File: src/rtl/acorn_ad_process_pkg.sv
// acorn_ad_process_pkg: shared ACORN-128 constants, AD-phase FSM encoding and round helpers.
// Contents: state/pad/ca step counts, per-phase default ca/cb, maj/ch boolean helpers.
package acorn_ad_process_pkg;
  localparam int ACORN_STATE_W   = 293;
  localparam int ACORN_PAD_STEPS = 256;
  localparam int ACORN_CA_STEPS  = 128;
  localparam logic AD_CA  = 1'b1;
  localparam logic AD_CB  = 1'b1;
  localparam logic ENC_CB = 1'b0;
  typedef enum logic [2:0] {
    S_IDLE,
    S_WAIT_BYTE,
    S_AD_BITS,
    S_PAD,
    S_DONE
  } ad_state_e;
  function automatic logic maj(input logic x, input logic y, input logic z);
    return (x & y) ^ (x & z) ^ (y & z);
  endfunction
  function automatic logic ch(input logic x, input logic y, input logic z);
    return (x & y) ^ (~x & z);
  endfunction
endpackage

File: src/rtl/state_update128.sv
// state_update128: one combinational ACORN-128 state-update step.
// Ports: i_state (current 293-bit state), i_mbit (message bit), i_ca/i_cb (control bits),
//        o_state (state after one step).
module state_update128
  import acorn_ad_process_pkg::*;
(
  input  logic [ACORN_STATE_W-1:0] i_state,
  input  logic                     i_mbit,
  input  logic                     i_ca,
  input  logic                     i_cb,
  output logic [ACORN_STATE_W-1:0] o_state
);
  logic [ACORN_STATE_W-1:0] w_s;
  logic                     w_ks;
  logic                     w_f;
  // LFSR folds are applied top-down so each reads the not-yet-updated lower tap.
  always_comb begin
    w_s      = i_state;
    w_s[289] = w_s[289] ^ w_s[235] ^ w_s[230];
    w_s[230] = w_s[230] ^ w_s[196] ^ w_s[193];
    w_s[193] = w_s[193] ^ w_s[160] ^ w_s[154];
    w_s[154] = w_s[154] ^ w_s[111] ^ w_s[107];
    w_s[107] = w_s[107] ^ w_s[66] ^ w_s[61];
    w_s[61]  = w_s[61] ^ w_s[23] ^ w_s[0];
    w_ks     = w_s[12] ^ w_s[154] ^ maj(w_s[235], w_s[61], w_s[193]) ^ ch(w_s[230], w_s[111], w_s[66]);
    w_f      = w_s[0] ^ ~w_s[107] ^ maj(w_s[244], w_s[23], w_s[160]) ^ (i_ca & w_s[196]) ^ (i_cb & w_ks);
    o_state  = {w_f ^ i_mbit, w_s[ACORN_STATE_W-1:1]};
  end
endmodule

File: src/rtl/acorn_ad_process.sv
// acorn_ad_process: ACORN-128 associated-data absorption and 256-step AD padding.
// Ports: clk, rst (async active-high), start_i/ad_empty_i/state_in (phase load),
//        ad_valid_i/ad_data_i/ad_last_i/ad_ready_o (AD byte stream, LSB first),
//        state_out (state register), busy_o, done_o, ad_bitlen_o (absorbed AD bits).
// Optional: define ACORN_AD_LENCOUNT_EN to build the saturating 64-bit AD bit counter;
//           otherwise ad_bitlen_o is tied to 0.
module acorn_ad_process
  import acorn_ad_process_pkg::*;
#(
  parameter int STATE_W   = ACORN_STATE_W,
  parameter int PAD_STEPS = ACORN_PAD_STEPS,
  parameter int CA_STEPS  = ACORN_CA_STEPS
) (
  input  logic               clk,
  input  logic               rst,
  input  logic               start_i,
  input  logic               ad_empty_i,
  input  logic [STATE_W-1:0] state_in,
  input  logic               ad_valid_i,
  input  logic [7:0]         ad_data_i,
  input  logic               ad_last_i,
  output logic               ad_ready_o,
  output logic [STATE_W-1:0] state_out,
  output logic               busy_o,
  output logic               done_o,
  output logic [63:0]        ad_bitlen_o
);
  ad_state_e          r_state;
  ad_state_e          w_next;
  logic [STATE_W-1:0] r_sreg;
  logic [STATE_W-1:0] w_nstate;
  logic [7:0]         r_byte;
  logic               r_last;
  logic [2:0]         r_bitcnt;
  logic [7:0]         r_pad;
  logic               r_done;
  logic               w_start;
  logic               w_step;
  logic               w_mbit;
  logic               w_ca;
  logic               w_cb;
  assign w_start   = start_i && (r_state == S_IDLE || r_state == S_DONE);
  assign state_out = r_sreg;
  assign done_o    = r_done;
  always_ff @(posedge clk or posedge rst)
    if (rst) r_state <= S_IDLE;
    else r_state <= w_next;
  always_comb begin
    w_next = r_state;
    case (r_state)
      S_IDLE, S_DONE: w_next = start_i ? (ad_empty_i ? S_PAD : S_WAIT_BYTE) : r_state;
      S_WAIT_BYTE:    w_next = ad_valid_i ? S_AD_BITS : S_WAIT_BYTE;
      S_AD_BITS:      w_next = r_bitcnt == 3'd7 ? (r_last ? S_PAD : S_WAIT_BYTE) : S_AD_BITS;
      S_PAD:          w_next = r_pad == 8'(PAD_STEPS - 1) ? S_DONE : S_PAD;
      default:        w_next = S_IDLE;
    endcase
  end
  always_comb begin
    ad_ready_o = r_state == S_WAIT_BYTE;
    busy_o     = r_state == S_WAIT_BYTE || r_state == S_AD_BITS || r_state == S_PAD;
    w_step     = r_state == S_AD_BITS || r_state == S_PAD;
    w_mbit     = r_state == S_AD_BITS ? r_byte[r_bitcnt] : r_pad == 8'd0;
    w_ca       = r_state == S_AD_BITS ? AD_CA : r_pad < 8'(CA_STEPS);
    w_cb       = AD_CB;
  end
  state_update128 u_round (
    .i_state(r_sreg),
    .i_mbit (w_mbit),
    .i_ca   (w_ca),
    .i_cb   (w_cb),
    .o_state(w_nstate)
  );
  // done_o trails DONE entry by one cycle and drops on the edge that restarts the phase.
  always_ff @(posedge clk or posedge rst)
    if (rst) begin
      r_sreg   <= '0;
      r_byte   <= '0;
      r_last   <= 1'b0;
      r_bitcnt <= '0;
      r_pad    <= '0;
      r_done   <= 1'b0;
    end else begin
      if (w_start) r_sreg <= state_in;
      else if (w_step) r_sreg <= w_nstate;
      if (w_start) r_pad <= '0;
      else if (r_state == S_PAD) r_pad <= r_pad + 8'd1;
      if (ad_ready_o && ad_valid_i) begin
        r_byte   <= ad_data_i;
        r_last   <= ad_last_i;
        r_bitcnt <= '0;
      end else if (r_state == S_AD_BITS) r_bitcnt <= r_bitcnt + 3'd1;
      r_done <= r_state == S_DONE && !start_i;
    end
`ifdef ACORN_AD_LENCOUNT_EN
  logic [63:0] r_bitlen;
  always_ff @(posedge clk or posedge rst)
    if (rst) r_bitlen <= '0;
    else if (w_start) r_bitlen <= '0;
    else if (r_state == S_AD_BITS && r_bitlen != '1) r_bitlen <= r_bitlen + 64'd1;
  assign ad_bitlen_o = r_bitlen;
`else
  assign ad_bitlen_o = '0;
`endif
endmodule
File: config.mk
export PLATFORM = sky130hd
export DESIGN_NAME = acorn_ad_process
export DESIGN_NICKNAME = d
export VERILOG_FILES = /design/src/rtl/acorn_ad_process_pkg.sv /design/src/rtl/state_update128.sv /design/src/rtl/acorn_ad_process.sv
export SDC_FILE = /design/constraint.sdc
export NUM_CORES = 1
export LEC_CHECK = 0
export ABC_AREA = 1
export ABC_CLOCK_PERIOD_IN_PS = 11800
export CAP_MARGIN = 0
export CORE_AREA = 2 2 261 263
export CTS_CLUSTER_SIZE = 20
export DETAILED_ROUTE_END_ITERATION = 8
export DIE_AREA = 0 0 263 265
export PLACE_DENSITY_LB_ADDON = 0.05
export SYNTH_ARGS = -nofsm -noshare
export SYNTH_HDL_FRONTEND = slang
export SYNTH_HIERARCHICAL = 1
export SYNTH_SLANG_ARGS = --single-unit
File: constraint.sdc
create_clock -name clk -period 11.8 [get_ports clk]
set_input_delay 1.18 -clock clk [delete_from_list [all_inputs] [get_ports clk]]
set_output_delay 1.18 -clock clk [all_outputs]
set_load 0.02 [all_outputs]
Yosys cells after proc, flatten, opt, wreduce, memory -nomap -nowiden
Index checks and enable logic that the tools add are counted.

word-level totals
  word-level logic and storage cells = 85
  input port bits = 307
  output and inout bits = 360
  bits in registers = 317

operators by class
  reductions and logical operators = 14
  bitwise logic cells = 36
  eq/ne operators = 7
  mux-type cells = 17
  $add $sub $neg = 2
  magnitude comparators = 2

operators by type and width
  cell                                                  number
  two-way mux 293 bit                                   2
  XOR 1 bit                                             25
  two-way mux 8 bit                                     2
  two-way mux 3 bit                                     4
  case mux 3 bit (4 select lines)                       1
  bitwise AND 1 bit                                     9
  adder 8 x 1 -> 8 bit (second input constant)          1
  equality test 8 bit (second input constant)           1
  logical NOT 8 bit                                     1
  < comparator 8 bit (second input constant)            1
  two-way mux 2 bit                                     4
  equality test 3 x 2 -> 1 bit (second input constant)  2
  equality test 3 bit (second input constant)           2
  nonzero test 2 bit                                    3
  logical OR 1 bit                                      4
  < comparator 3 x 4 -> 1 bit (second input constant)   1
  adder 3 x 1 -> 3 bit (second input constant)          1
  binary-select mux 1 bit (select 3 bit)                1
  equality test 3 x 1 -> 1 bit (second input constant)  1
  logical AND 1 bit                                     3
  logical NOT 3 bit                                     1
  two-way mux 1 bit                                     3
  != test 2 bit (second input constant)                 1
  NOT 1 bit                                             2
  other kinds (2)                                       2

Logic depth before layout (Yosys ltp)
  depth in word-level cells = 11
  mapped depth = 20
  mapped depth without buffers = 20

By module
The synthesis kept the hierarchy.

modules (own cells, without submodules)
  module            times used  cells each  area each (µm²)  seq. area each (µm²)
  acorn_ad_process  1           2154        16440.8          7932.6
  state_update128   1           383         2563.7           0.0

Least setup slack after synthesis
OpenSTA, ideal clock, no wires.

  path kind = register to output
  start point = register r_state[1]
  end point = output ad_ready_o
  slack = 9796 ps
  arrival = 824 ps
  data required time = 10620 ps
  cell stages (with the launch flop) = 5
  path buffers = 1
  cells stage by stage = dfrtp_1 -> buf_6 -> nor2_1 -> nand2_1 -> inv_1

between the ends
  word-level cells in the longest chain between the ends = 1

RTL lines
  element                       line                    text
  start, declared               acorn_ad_process.sv:28  ad_state_e r_state;
  start signal, assigned        acorn_ad_process.sv:47  else r_state <= w_next;
  equality test 3 x 1 -> 1 bit  acorn_ad_process.sv:59  ad_ready_o = r_state == S_WAIT_BYTE;
  end, declared                 acorn_ad_process.sv:22  output logic ad_ready_o,

Every way passes these cells.

Final worst setup path
Same ends and word-level chain as after synthesis.

==> impl_metrics.json <==
{
  "io_pins": 667,
  "ys.warnings.count": 6,
  "maxCapViolCount": 0,
  "mostFrequentLayoutCells": "nand3_1, clkdlybuf4s50_1, nand2_1",
  "cts.reportedPaths.clkPinSlew_ns": 0.05,
  "post-dp-hpwl_um": 46920,
  "wl_per_cell_um": 18.90,
  "routed.top_layer": "met5",
  "track_usage_pct": 19.09,
  "cts-root-buf": "clkbuf_16",
  "cp_max_fo": 84,
  "fin_cells": 3659,
  "ys_types": 28,
  "multi_input_area_um2": 6653,
  "antenna_found_initial": 20,
  "seq_area_um2": 7936,
  "synth_area_um2": 19000,
  "wl_met1_um": 28340,
  "first_pass_iters": 5,
  "cts-buffers-inserted": 43,
  "grt_pass1_vias": 16060,
  "ant_nets": 0,
  "critical_path_class": "flop to output port",
  "place_ws_ns": 7.190,
  "vias_per_cell": 4.569,
  "portBuffers": 602,
  "nNetsFinal": 3058,
  "min_period_ns": 4.490,
  "cts.path.max_buffers": 3,
  "worst_slack_ns": 7.310,
  "endpoint_kind": "output port",
  "worstMarginPinSlew_ns": 1.241,
  "setup_viol": 0,
  "globalRouteOverflowTotal": 0,
  "num_vias": 16720,
  "cts_hold_buf": 0,
  "ctsResizeCount": 0,
  "syn_area_per_cell_um2": 7.491,
  "syn_inst": 2537,
  "crit_required_ns": 10.62,
  "crit_chain": "buf_4 > nor2_1 > nand2_1 > inv_1 > clkdlybuf4s50_1",
  "drtIter0Drc": 1067,
  "cts_htree_levels": 2,
  "cts_tree": "built",
  "hold_class": "flop to flop",
  "final_common_cell": "nand3_1",
  "gp_congestion": 0.8206,
  "drive_above_1_share_pct": 3.132,
  "fin_tns_setup_ns": 0,
  "status": "complete, no violations",
  "fmax_mhz": 222.7,
  "cp_slowest_stage_delay_ns": 0.97,
  "die_w_um": 263,
  "die_area_um2": 69700,
  "route.met3.wl_um": 5478,
  "drc": 0,
  "clock_skew_ns": 0.02338,
  "core_region_area_um2": 66800,
  "ys_ff_latch": 317,
  "rsz0062_at_grt": "no",
  "hold_viol_final": 0,
  "insertion_delay_ns": 0.56,
  "arrival_ns": 3.31,
  "cts_sinks": 317,
  "slew_headroom_pct": 17.24,
  "p_leak_uw": 0.01191,
  "wl_met2_um": 33800,
  "grt_max_degree": 260,
  "crit_path_top_delay_cell": "dfrtp_4",
  "die_h_um": 265,
  "finalCritPeriodShare_pct": 38.06,
  "synthToLayoutAreaGrowth_pct": 29.02,
  "cp-start-kind": "flop",
  "n_fill_cell": 6898,
  "place_inst": 3575,
  "rows": 95,
  "start_util_pct": 28.45,
  "ys_seq_area_share_pct": 41.74,
  "drv_slew": 0,
  "drt_wl_total_um": 69140,
  "cellPowerDensity_nw_per_um2": 322.3,
  "post_cts_buffers": 0,
  "fin_total_pwr_uw": 7903,
  "ir_worst_vdd_mv": 0.1182,
  "grt_pass1_wl_um": 103100
}
-- through the flow --
stage	utilization, %	instance area, µm²	hold WS [ns]
after floorplan	-	19240	0.4495
after global placement	34.60	23110	0.4739
after detailed placement	34.60	23110	0.4789
after CTS	36.68	24500	0.4924
after global routing	36.69	24510	0.5014
final	36.71	24520	0.4860
-- kinds of logic after synthesis --
family,share of synthesized area [%]
other,0.03952
xor gates and xnor gates,0.09219
AOI/OAI and AO/OA,8.348
and+or+nand+nor,24.85
buffers and inverters,24.66
adders and majority gates,0.2634
DFF,41.74
-- flip-flops by register name (all words and copies together) (netlist names) --
signal	cells
r_bitcnt	3
r_pad	8
r_byte	8
done_o	1
state_out	293
r_last	1
r_state	3
-- where the power goes --
| part | internal (µW) | total (µW) | switching (µW) | leakage (µW) |
|---|---|---|---|---|
| Combinational | 1840 | 4360 | 2520 | 0.00747 |
| Sequential | 1670 | 2250 | 577 | 0.00376 |
| Clock | 789 | 1300 | 510 | 0.000683 |
-- metal layers --
layer | vias up | track usage [%]
li1 | 8167 | -
met1 | 7947 | 23.30
met2 | 478 | 32.04
met3 | 103 | 6.633
met4 | 22 | 4.927
met5 | - | 0
-- final timing paths --
kind	startpoint	end	slack [ns]	cells after the start
worst min register to register	r_last	r_last	0.49	2
worst max-delay path	r_state[1]	ad_ready_o	7.31	5
max in group asynchronous	rst	state_out[237]	8.14	4
min in group asynchronous	rst	state_out[11]	1.26	2
worst min-delay path	r_last	r_last	0.49	2
worst max register to register	r_state[2]	state_out[80]	7.45	8
-- synth_stat cells (all sizes together) --
library cell / count / area (µm²)
nand3: 617 / 3088
buf: 444 / 3136
nand2: 395 / 1498
inv: 341 / 1280
dfrtp: 317 / 7933
o21ai: 309 / 1546
clkbuf: 70 / 271.5
nor2: 21 / 86.33
a21oi: 4 / 20.02
ha: 4 / 50.05
nand4: 3 / 18.77
conb: 2 / 7.510
nand3b: 2 / 15.01
a31oi: 1 / 6.260
and3: 1 / 6.260
nor3: 1 / 5.000
o21bai: 1 / 7.510
o22ai: 1 / 6.260
or2: 1 / 6.260
xnor2: 1 / 8.760
xor2: 1 / 8.760
-- cell type report --
type,instances,area share [%]
diodes,8,0.08165
multi-input cells,1429,27.13
clock buffers,66,5.241
clock inverters,10,0.4184
inverters,341,5.281
repair buffers,615,25.02
well taps,873,4.455
flip-flops and latches,317,32.37
-- worst max-delay path, delay by kind of cell (launching register included) --
kind | cells | cell delay (ns)
AND/OR/NAND/NOR | 2 | 0.26
buffers and inverters | 3 | 1.50
flip-flops | 1 | 0.97
(Power assumes the default switching activity.)
